--- src/rtl/args_arbiter.sv ---
// args_arbiter: round-robin arbiter for 2**N requesters.
// A grant is held until the grantee signals done or, when TMO > 0, until
// TMO grant cycles have elapsed. Every release hands priority to the channel
// after the one just served, and there is always one idle cycle before the next grant.
module args_arbiter #(
  parameter int N   = 2,
  parameter int TMO = 16
) (
  input  logic                clk,
  input  logic                rst,
  input  logic [(1<<N)-1:0]   req,
  input  logic                done,
  output logic                gnt_vld,
  output logic [N-1:0]        gnt_ch,
  output logic [(1<<N)-1:0]   gnt_sel,
  output logic                tmo
);

  localparam int NCH = 1 << N;
  // The counter only needs to reach TMO-1; it then saturates.
  localparam int CW = (TMO > 1) ? $clog2(TMO) : 1;
  localparam logic [CW-1:0] CNT_LAST = CW'((TMO > 0) ? (TMO - 1) : 0);
  localparam logic [CW-1:0] CNT_MAX  = '1;

  localparam logic [0:0] IDLE  = 1'b0;
  localparam logic [0:0] GRANT = 1'b1;

  logic [0:0]     state;
  logic [N-1:0]   ptr;
  logic [CW-1:0]  cnt;
  logic [N-1:0]   pick;
  logic [N-1:0]   idx;
  logic           any_req;
  logic [NCH-1:0] pick_sel;
  logic           timeout;

  // Scan requests starting at ptr and wrapping; the first set bit wins.
  always_comb begin
    pick    = ptr;
    any_req = 1'b0;
    idx     = '0;
    for (int i = 0; i < NCH; i++) begin
      idx = ptr + N'(i);
      if (!any_req && req[idx]) begin
        any_req = 1'b1;
        pick    = idx;
      end
    end
  end

  // One-hot form of the winning channel, loaded into gnt_sel on grant.
  always_comb begin
    pick_sel       = '0;
    pick_sel[pick] = 1'b1;
  end

  // The grant has run its full length when the counter reaches TMO-1.
  assign timeout = (TMO > 0) && (cnt == CNT_LAST);

  // FSM, registered outputs, rotation pointer and grant-length counter.
  always_ff @(posedge clk or negedge rst) begin
    if (!rst) begin
      state   <= IDLE;
      gnt_vld <= 1'b0;
      gnt_ch  <= '0;
      gnt_sel <= '0;
      tmo     <= 1'b0;
      ptr     <= '0;
      cnt     <= '0;
    end else begin
      case (state)
        IDLE: begin
          tmo <= 1'b0;
          if (any_req) begin
            state   <= GRANT;
            gnt_vld <= 1'b1;
            gnt_ch  <= pick;
            gnt_sel <= pick_sel;
            cnt     <= '0;
          end
        end
        GRANT: begin
          if (done || timeout) begin
            state   <= IDLE;
            gnt_vld <= 1'b0;
            gnt_sel <= '0;
            ptr     <= gnt_ch + 1'b1;
            tmo     <= ~done;
          end else if (cnt != CNT_MAX) begin
            cnt <= cnt + 1'b1;
          end
        end
        default: begin
          state   <= IDLE;
          gnt_vld <= 1'b0;
          gnt_sel <= '0;
          tmo     <= 1'b0;
        end
      endcase
    end
  end

endmodule

--- config.mk ---
export PLATFORM = sky130hd
export DESIGN_NAME = args_arbiter
export DESIGN_NICKNAME = d
export VERILOG_FILES = /design/src/rtl/args_arbiter.sv
export SDC_FILE = /design/constraint.sdc
export NUM_CORES = 1
export LEC_CHECK = 0
export ABC_AREA = 1
export BUFFER_PORTS_ARGS = -buffer_cell sky130_fd_sc_hd__buf_2
export CORE_MARGIN = 4
export CORE_UTILIZATION = 40
export DETAILED_ROUTE_END_ITERATION = 10
export GPL_ROUTABILITY_DRIVEN = 0
export PLACE_DENSITY = 0.57
export SLEW_MARGIN = 20
export SYNTH_ARGS = -nofsm -noshare
export SYNTH_HDL_FRONTEND = slang
export SYNTH_SLANG_ARGS = --single-unit
--- constraint.sdc ---
create_clock -name clk -period 2.1 [get_ports clk]
set_input_delay 0.42 -clock clk [delete_from_list [all_inputs] [get_ports clk]]
set_output_delay 0.42 -clock clk [all_outputs]
set_load 0.01 [all_outputs]
==> results_dict.tcl, run 1 <==
set metrics [dict create \
    status "finished clean" \
    clock_path_buffers 2 \
    cp_max_fo 9 \
    worst_ep_arrival_time_ps 1980 \
    io_buffers 14 \
    cts.sinks 15 \
    clkPwrFrac 0.089 \
    layout_commonest_cell "nand2_1" \
    cts-buffers-inserted 3 \
    hold_viol_final 0 \
    power_frac_comb 0.644 \
    antennaDiodeCount 0 \
    cts_tree "built" \
    antenna_found_initial 0 \
    fin_crit_sh 0.854 \
    nNetsFinal 187 \
    syn_area_um2 1070 \
    path_class "register to register" \
    critPathMaxStageDelay_ps 510 \
    p_int_mw 0.866 \
    hold_class "primary input to asynchronous set/reset pin" \
    clk_pin_slew_ps 90 \
    relSlewSlack 0.773 \
    start_kind "register" \
    cpLargestDelayFamily "simple AND/OR/NAND/NOR gates" \
    drtIter0Drc 31 \
    final_antenna_net_count 0 \
    synth.largest_area_cell "dfrtp_1" \
    cpMaxStageDelayCell "dfrtp_1" \
    layout_common_cells "nand2_1 (77), nand3_1 (22), dfrtp_1 (15)" \
    required_ps 2280 \
    insertion_delay_ps 280 \
    synth.distinct_cells 22 \
    finalMaxSlewViolations 0 \
    finalSetupTns_ps 0 \
    avgRoutedWirePerCell_um 11.5 \
    rows 18 \
    track_usage 0.155 \
    num_vias 1058 \
    synth_seq_area_share 0.352 \
    hold_buffers 0 \
    htreeDepth 1 \
    fin_skew_ps 2.23 \
    dpl.cell_count 204 \
    powerDensity_nw_per_um2 1600 \
    postCtsSetupBuffers 0 \
    die_w_um 59.7 \
    reg2reg_setup_slack_ps 310 \
    layout_min_cycle_time_ps 1790 \
    syn_nets 170 \
    synth_top_area_frac 0.352 \
    drive_above_1_share 0.185 \
    end_kind "register" \
    synthTopCellsByArea "dfrtp_1 (35%), nand2_1 (27%), nand3_1 (10%)" \
    die_area_um2 3560 \
    cts.repair.resized 0 \
    rsz0062_at_grt "no" \
    core_area_um2 2500 \
    grt_pass1_vias 996 \
    maxCapViolCount 0 \
    fin_ws_ps 306 \
    finalWirelength_um 2380 \
    critical_path_buf_inv_count 2 \
    area_delta_synth_final_pct 10.8 \
    syn_avg_cell_area_um2 6.59 \
    syn-instance-count 162 \
    power_leakage_nw 0.691 \
    grt_pass1_wl_um 4200 \
    place_hpwl_um 1880 \
    pre_cts_slack_ps 332 \
    synth_seq_cells 15 \
    firstDrtPassIters 4 \
    floorplan.initialDensity 0.427 \
    final_cells 208 \
    grt_max_degree 16 \
    max_freq_ghz 0.558 \
    yosys_warnings 0 \
    grt-ovfl-total 0 \
    cts-root-buf "clkbuf_4" \
    pwr-share-seq 0.267 \
    tightest_slew_ps 341 \
    power.switching_mw 1.02 \
    die-height_um 59.7 \
    setup_viol 0 \
    routed_via_density 5.09 \
    ios 15 \
    peakVddDrop_uv 752 \
    drcViolationCount 0 \
    sw_frac_of_total 0.541 \
    path_common_cell "nand2_1" \
    crit_chain "inv_4 > nand2_1 > nand2_1 > nand2_1 > nand2_1 > nand3_1 > inv_1 > nand2_1 > nand3_1 > nand2_1 > nand2_1 > nand2_1" \
]
==> stage by stage <==
step / util / power, mW / hold WS [ps] / instance area (um2)
after global placement: 0.462 / 1.71 / 341 / 1160
after detailed placement: 0.462 / 1.73 / 340 / 1160
after global routing: 0.473 / 2.11 / 26.3 / 1180
after floorplan: - / 1.47 / 124 / 1070
after CTS: 0.473 / 1.90 / 28.0 / 1180
final: 0.473 / 1.89 / 18.4 / 1180
==> power groups by stage <==
stage / Sequential, mW / Clock (mW) / Combinational (mW)
6_report: 0.504 / 0.168 / 1.22
5_1_grt: 0.518 / 0.185 / 1.41
4_1_cts: 0.500 / 0.173 / 1.23
3_5_place_dp: 0.505 / 0 / 1.22
3_3_place_gp: 0.501 / 0 / 1.21
2_1_floorplan: 0.501 / 0 / 0.971
==> worst paths after layout <==
kind,from,to,depth (start not counted)
worst max-delay path,ptr[1],gnt_sel[3],12
worst min-delay path,rst,tmo,1
worst max register to register,ptr[1],gnt_sel[3],12
worst min register to register,gnt_sel[0],gnt_sel[0],2
max in group asynchronous,rst,ptr[1],1
min in group clk,done,tmo,2
==> flip-flops by register name, indices dropped and copies added, names as in the netlist <==
signal	count
tmo	1
ptr	2
gnt_vld	1
state	1
gnt_ch	2
gnt_sel	4
cnt	4
==> routing by layer <==
| layer | wire length (um) | part of all wire | GRT usage |
|---|---|---|---|
| met5 | 0 | 0 | 0 |
| met4 | 111 | 0.047 | 0.114 |
| met3 | 96 | 0.040 | 0.0238 |
| met2 | 1100 | 0.46 | 0.248 |
| met1 | 1080 | 0.45 | 0.187 |
==> logic make-up (layout without fill, tap and decap cells) <==
logic type,count (synthesis),count (layout),synth area share
AO/OA/AOI/OAI,4,4,0.0211
XOR/XNOR,2,2,0.0164
adder cells (fa/ha/maj),1,1,0.0117
buffers and inverters,19,35,0.0856
flip-flops,15,15,0.352
AND/OR/NAND/NOR,121,121,0.513
==> worst register-to-register path, cell delays in order, from the launching register on <==
cell	delay, ps
dfrtp_1	510
inv_4	150
nand2_1	60
nand2_1	150
nand2_1	70
nand2_1	100
nand3_1	140
inv_1	110
nand2_1	70
nand3_1	90
nand2_1	100
nand2_1	90
nand2_1	50
==> synth_stat cells <==
cell type and count:
nand2_2 5, nor2_2 1, nor2_1 7, a211oi_1 1
ha_1 1, nand2_4 2, o21ai_0 3, nand3_1 22
buf_6 1, buf_4 2, nand4_2 1, inv_1 13
nand2_1 77, dfrtp_1 15, inv_2 1, nor2_4 2
xor2_1 1, xnor2_1 1, nand4_1 2, nor3_1 1
inv_4 2, nand3_2 1
==> final cells by class <==
| type | instances | area (um2) |
|---|---|---|
| repair buffers | 15 | 77.6 |
| well taps | 30 | 37.5 |
| fillers | 267 | 1320 |
| flip-flops and latches | 15 | 375 |
| clock buffers | 4 | 26.3 |
| multi-input cells | 128 | 601 |
| inverters | 16 | 65.1 |
(Power assumes the default switching activity.)
==> run 2: changes to the inputs <==
- CORE_MARGIN: 4 -> unset
- PLACE_DENSITY: 0.57 -> 0.59
- SLEW_MARGIN: 20 -> unset
- clock period: 2.1 -> 1.61 ns (I/O delays scaled with it)
==> run 2 against run 1 <==
The flow now finishes with violations (negative setup slack). Clock skew up 2.7 ps. First-iteration DRC count is 48% lower. Global-route usage is 5.3 points higher. Register-to-register slack worse by 310 ps. Combinational power increased by 84%. Fmax grew 11%. Count of clock-buffer cells in the layout stayed put. Die area decreased by 19%. Wire length is 4.1% higher. Cell area increased by 22%. Critical endpoint is now gnt_sel[0]. Highest routed layer unchanged.
==> results_dict.tcl, run 2 (same netlist as run 1, synthesis figures left out) <==
set metrics [dict create \
    grt_max_degree 16 \
    final_antenna_net_count 0 \
    drive_above_1_share 0.388 \
    violations "negative setup slack" \
    power_leakage_nw 0.804 \
    clkPwrFrac 0.069 \
    power.switching_mw 1.54 \
    status "complete, but fails checks" \
    whs_ps 195 \
    die_area_um2 2880 \
    pwr-share-seq 0.215 \
    io_buffers 14 \
    r2r-end "gnt_sel[0]" \
    cts-root-buf "clkbuf_4" \
    min_to "tmo" \
    cpMaxStageDelayCell "dfrtp_2" \
    cts.sinks 15 \
    critical_path_buf_inv_count 2 \
    dpl.cell_count 219 \
    fin_area_um2 1440 \
    timing.rr.start "ptr[0]" \
    p_int_mw 1.58 \
    core_area_um2 2500 \
    setup_viol 1 \
    layout_common_cells "nand2_1 (61), nand2_2 (20), buf_4 (20)" \
    use_met3 0.0254 \
    place_hpwl_um 1850 \
    insertion_delay_ps 290 \
    area_delta_synth_final_pct 35.3 \
    max_freq_ghz 0.618 \
    fill_cells 239 \
    drcViolationCount 0 \
    relSlewSlack 0.773 \
    track_usage 0.208 \
    htreeDepth 1 \
    finalSetupTns_ps -7.24 \
    use_met1 0.236 \
    busiest_layer "met2" \
    use_met2 0.379 \
    utilization 0.578 \
    avgRoutedWirePerCell_um 10.7 \
    multi_input_area_um2 677 \
    seq_area_um2 378 \
    die-height_um 53.7 \
    firstDrtPassIters 4 \
    drtIter0Drc 16 \
    nNetsFinal 210 \
    required_ps 1840 \
    ios 15 \
    post_dp_cell_area_um2 1270 \
    cpLargestDelayFamily "simple AND/OR/NAND/NOR gates" \
    reg2reg_setup_slack_ps -7 \
    worst_ep_arrival_time_ps 1850 \
    end_kind "register" \
    cts_tree "built" \
    num_vias 1151 \
    grt-ovfl-total 0 \
    start_kind "register" \
    final_cells 231 \
    min_path_cells 2 \
    routed_via_density 4.98 \
    rows 18 \
    finalWirelength_um 2480 \
    rsz0062_at_grt "yes" \
    layout_min_cycle_time_ps 1620 \
    clock_path_buffers 2 \
    top_regs "cnt: 4 flops, gnt_sel: 4 flops" \
    antennaDiodeCount 0 \
    clk_pin_slew_ps 90 \
    floorplan.initialDensity 0.427 \
    crit_chain "clkinvlp_4 > nand2_2 > nand2_2 > nand2_2 > nand2_4 > nor2_4 > nand3_2 > nand2_4 > inv_4 > nor2_4 > nand2_1 > nand2_1" \
    cts-buffers-inserted 3 \
    path_common_cell "nand2_2" \
    power_frac_comb 0.716 \
    finalMaxSlewViolations 0 \
    maxCapViolCount 0 \
    layout_commonest_cell "nand2_1" \
    peakVddDrop_uv 1130 \
    die_w_um 53.7 \
    fin_crit_sh 1.00 \
    grt_pass1_wl_um 4310 \
    antenna_found_initial 0 \
    hold_class "primary input to register" \
    critPathMaxStageDelay_ps 450 \
    hold_viol_final 0 \
    worstSetupPathDepth 12 \
    hp-start "done" \
    tightest_slew_ps 339 \
    sw_frac_of_total 0.494 \
    powerDensity_nw_per_um2 2160 \
    cp_max_fo 8 \
    path_class "register to register" \
    grt_pass1_vias 1090 \
    fin_ws_ps -7.24 \
    fin_skew_ps 4.93 \
    r2r_cells 12 \
]
run 2: cell count changes in the layout (fill, tap and decap cells not counted), moves of 3 or more:
cell	delta
buf_4	+19
nand2_1	-16
nand2_2	+15
nand3_1	-3
nand3_2	+3
run 2: per-stage QoR:
stage | power (mW) | setup slack (ps)
final | 3.12 | -7.24
after CTS | 2.94 | -20.4
after global placement | 2.50 | -35.4
after global routing | 3.42 | -136
after detailed placement | 2.54 | -38.4
after floorplan | 1.92 | 139
run 2: worst reg2reg max path, cell delays in order, from the launching register on:
cell and delay (ps):
dfrtp_2 450, clkinvlp_4 180, nand2_2 100, nand2_2 60, nand2_2 80, nand2_4 70
nor2_4 100, nand3_2 90, nand2_4 130, inv_4 70, nor2_4 120, nand2_1 60
nand2_1 70
run 2: layout make-up:
class,count,area share
Timing Repair inverter,1,0.00520
Tap cell,30,0.0260
Multi-Input combinational cell,128,0.469
Sequential cell,15,0.262
Clock buffer,4,0.0182
Inverter,16,0.0451
Timing Repair Buffer,37,0.175
run 2: per-layer routing:
metal  up-vias  routed length, um
met1       540               1120
li1        586                  -
met4         0                 73
met3         7                 56
met5         -                  0
met2        18               1230
run 2: repair_timing:
action / 4_1_cts / 5_1_grt
pin swaps: 10 / 15
hold buffers: 1 / 0
setup endpoints to repair: 6 / 12
cloned: 1 / 0
endpoints found under the hold margin: 15 / 0
gates resized for setup: 9 / 20
buffers inserted: 5 / 1
run 2: worst max-delay path by stage:
stage            endpoint  slack [ps]    from
6_report       gnt_sel[0]          -7  ptr[0]
5_1_grt        gnt_sel[0]        -140  ptr[0]
4_1_cts        gnt_sel[2]         -20  ptr[0]
3_5_place_dp    gnt_ch[1]         -40  ptr[1]
3_3_place_gp   gnt_sel[2]         -40  ptr[1]
2_1_floorplan  gnt_sel[1]         140  ptr[1]
run 2: power groups by stage:
stage,sequential (mW),clock (mW),combinational (mW)
2_1_floorplan,0.654,0,1.27
3_3_place_gp,0.659,0,1.85
3_5_place_dp,0.658,0,1.88
4_1_cts,0.669,0.222,2.05
5_1_grt,0.691,0.231,2.50
6_report,0.669,0.216,2.24
==> run 3: changes to the inputs <==
- CORE_UTILIZATION: 40 -> 30
- PLACE_DENSITY: 0.59 -> 0.47
==> run 3 against run 2 <==
Hold slack better by 14 ps. Highest routed layer unchanged. Via count is 2.8% lower. Setup slack worse by 16 ps. Combinational power about the same. Count of clock-buffer cells in the layout unchanged. Cell count increased by 4.8%. The flow still finishes with violations (negative setup slack). Global-route usage fell by 5.7 points. Largest power group unchanged. Clock skew grew 4.8 ps. Fmax is 0.96% lower. Sequential power is 1% higher.
==> results_dict.tcl, run 3 (same netlist as run 1, synthesis figures left out) <==
set metrics [dict create \
    maxCapViolCount 0 \
    fin_skew_ps 9.71 \
    tightest_slew_ps 338 \
    htreeDepth 1 \
    drtIter0Drc 51 \
    cts-root-buf "clkbuf_4" \
    finalMaxSlewViolations 0 \
    status "complete, but fails checks" \
    floorplan.initialDensity 0.317 \
    drive_above_1_share 0.372 \
    relSlewSlack 0.775 \
    antenna_found_initial 0 \
    grt_pass1_wl_um 4280 \
    rsz0062_at_grt "yes" \
    place_hpwl_um 1880 \
    powerDensity_nw_per_um2 2150 \
    layout_min_cycle_time_ps 1630 \
    drcViolationCount 0 \
    sw_frac_of_total 0.509 \
    antennaDiodeCount 0 \
    top_regs "cnt: 4 flops, gnt_sel: 4 flops" \
    finalWirelength_um 2640 \
    setup_viol 4 \
    die-height_um 61.6 \
    ios 15 \
    rows 21 \
    area_delta_synth_final_pct 34.9 \
    cts_tree "built" \
    avgRoutedWirePerCell_um 10.9 \
    start_kind "register" \
    layout_common_cells "nand2_1 (59), nand2_2 (20), nand3_1 (19)" \
    num_vias 1119 \
    hold_viol_final 0 \
    post_dp_cell_area_um2 1260 \
    firstDrtPassIters 4 \
    die_area_um2 3800 \
    routed_via_density 4.62 \
    insertion_delay_ps 280 \
    core_area_um2 3360 \
    clk_pin_slew_ps 90 \
    cts-buffers-inserted 3 \
    power_leakage_nw 0.793 \
    power_frac_comb 0.713 \
    peakVddDrop_uv 859 \
    clkPwrFrac 0.069 \
    cp_max_fo 8 \
    grt_max_degree 16 \
    die_w_um 61.6 \
    power.switching_mw 1.58 \
    p_int_mw 1.52 \
    cts.sinks 15 \
    total_power_mw 3.10 \
    violations "negative setup slack" \
    fin_area_um2 1440 \
    nNetsFinal 205 \
    layout_commonest_cell "nand2_1" \
    required_ps 1840 \
    grt_pass1_vias 1024 \
    path_class "register to register" \
    final_antenna_net_count 0 \
    grt-ovfl-total 0 \
    worst_ep_arrival_time_ps 1860 \
    clock_path_buffers 2 \
    max_freq_ghz 0.612 \
    pwr-share-seq 0.218 \
    end_kind "register" \
    fin_crit_sh 1.01 \
    hold_class "primary input to register" \
    track_usage 0.151 \
    io_buffers 14 \
    fin_ws_ps -22.8 \
]
run 3: changes by cell type in the layout (fill, tap and decap cells not counted), sizes merged:
cell	change
buf	-5
clkinv	+3
inv	-2
clkinvlp	-1
run 3: timing repair:
action                                  4_1_cts  5_1_grt
hold buffers                                  1        0
hold endpoints to repair                     15        0
gates cloned                                  0        1
setup buffers                                 1        4
endpoints found under the setup margin        6       10
pin swaps                                     2       22
resized for setup                             5       27
run 3: stage by stage:
step                      instances  hold slack [ps]  worst slack [ps]  TNS [ps]  utilization
after detailed placement        231              250             -31.0     -96.8        0.374
after global routing            242              212              -128      -780        0.428
after CTS                       237              204              2.73         0        0.391
after floorplan                 162             26.4               139         0            -
after global placement          231              244             -46.8      -130        0.374
final                           242              209             -22.8     -65.4        0.428
run 3: layer usage:
metal / up-vias / global-route usage / part of all wire
met5: - / 0 / 0
met4: 0 / 0.0571 / 0.014
met3: 4 / 0.0210 / 0.022
met2: 17 / 0.253 / 0.53
met1: 522 / 0.196 / 0.43
li1: 576 / - / -
run 3: power by group through the flow:
stage | sequential [mW] | combinational (mW) | clock, mW
2_1_floorplan | 0.654 | 1.27 | 0
3_3_place_gp | 0.657 | 1.80 | 0
3_5_place_dp | 0.662 | 1.79 | 0
4_1_cts | 0.663 | 1.85 | 0.218
5_1_grt | 0.699 | 2.48 | 0.237
6_report | 0.677 | 2.21 | 0.212
run 3: area by class of cell:
class | instances | area, um2
fill | 375 | 1920
multi-input combinational | 128 | 689
sequential | 15 | 378
timing repair buffer | 32 | 211
inverter | 16 | 72.6
tap | 46 | 57.6
clock buffer | 4 | 26.3
timing repair inverter | 1 | 5.00
run 3: worst paths after layout:
check | start | to | slack (ps) | cells after the start
max | ptr[0] | gnt_sel[2] | -20 | 12
min | done | tmo | 210 | 2
max reg2reg | ptr[0] | gnt_sel[2] | -20 | 12
min reg2reg | gnt_sel[3] | gnt_sel[3] | 490 | 2
max in group asynchronous | rst | ptr[0] | 850 | 2
min in group asynchronous | rst | gnt_sel[3] | 480 | 2
run 3: worst max-delay path, cell delays in order (launching register included):
cell and delay [ps]:
dfrtp_2 480, buf_6 160, nand2_2 60, nand2_2 60, nand2_2 70, nand2_4 90, nor2_4 130, nand3_2 90
nand2_4 130, inv_4 60, nor2_4 140, nand2_1 60, nand2_1 60
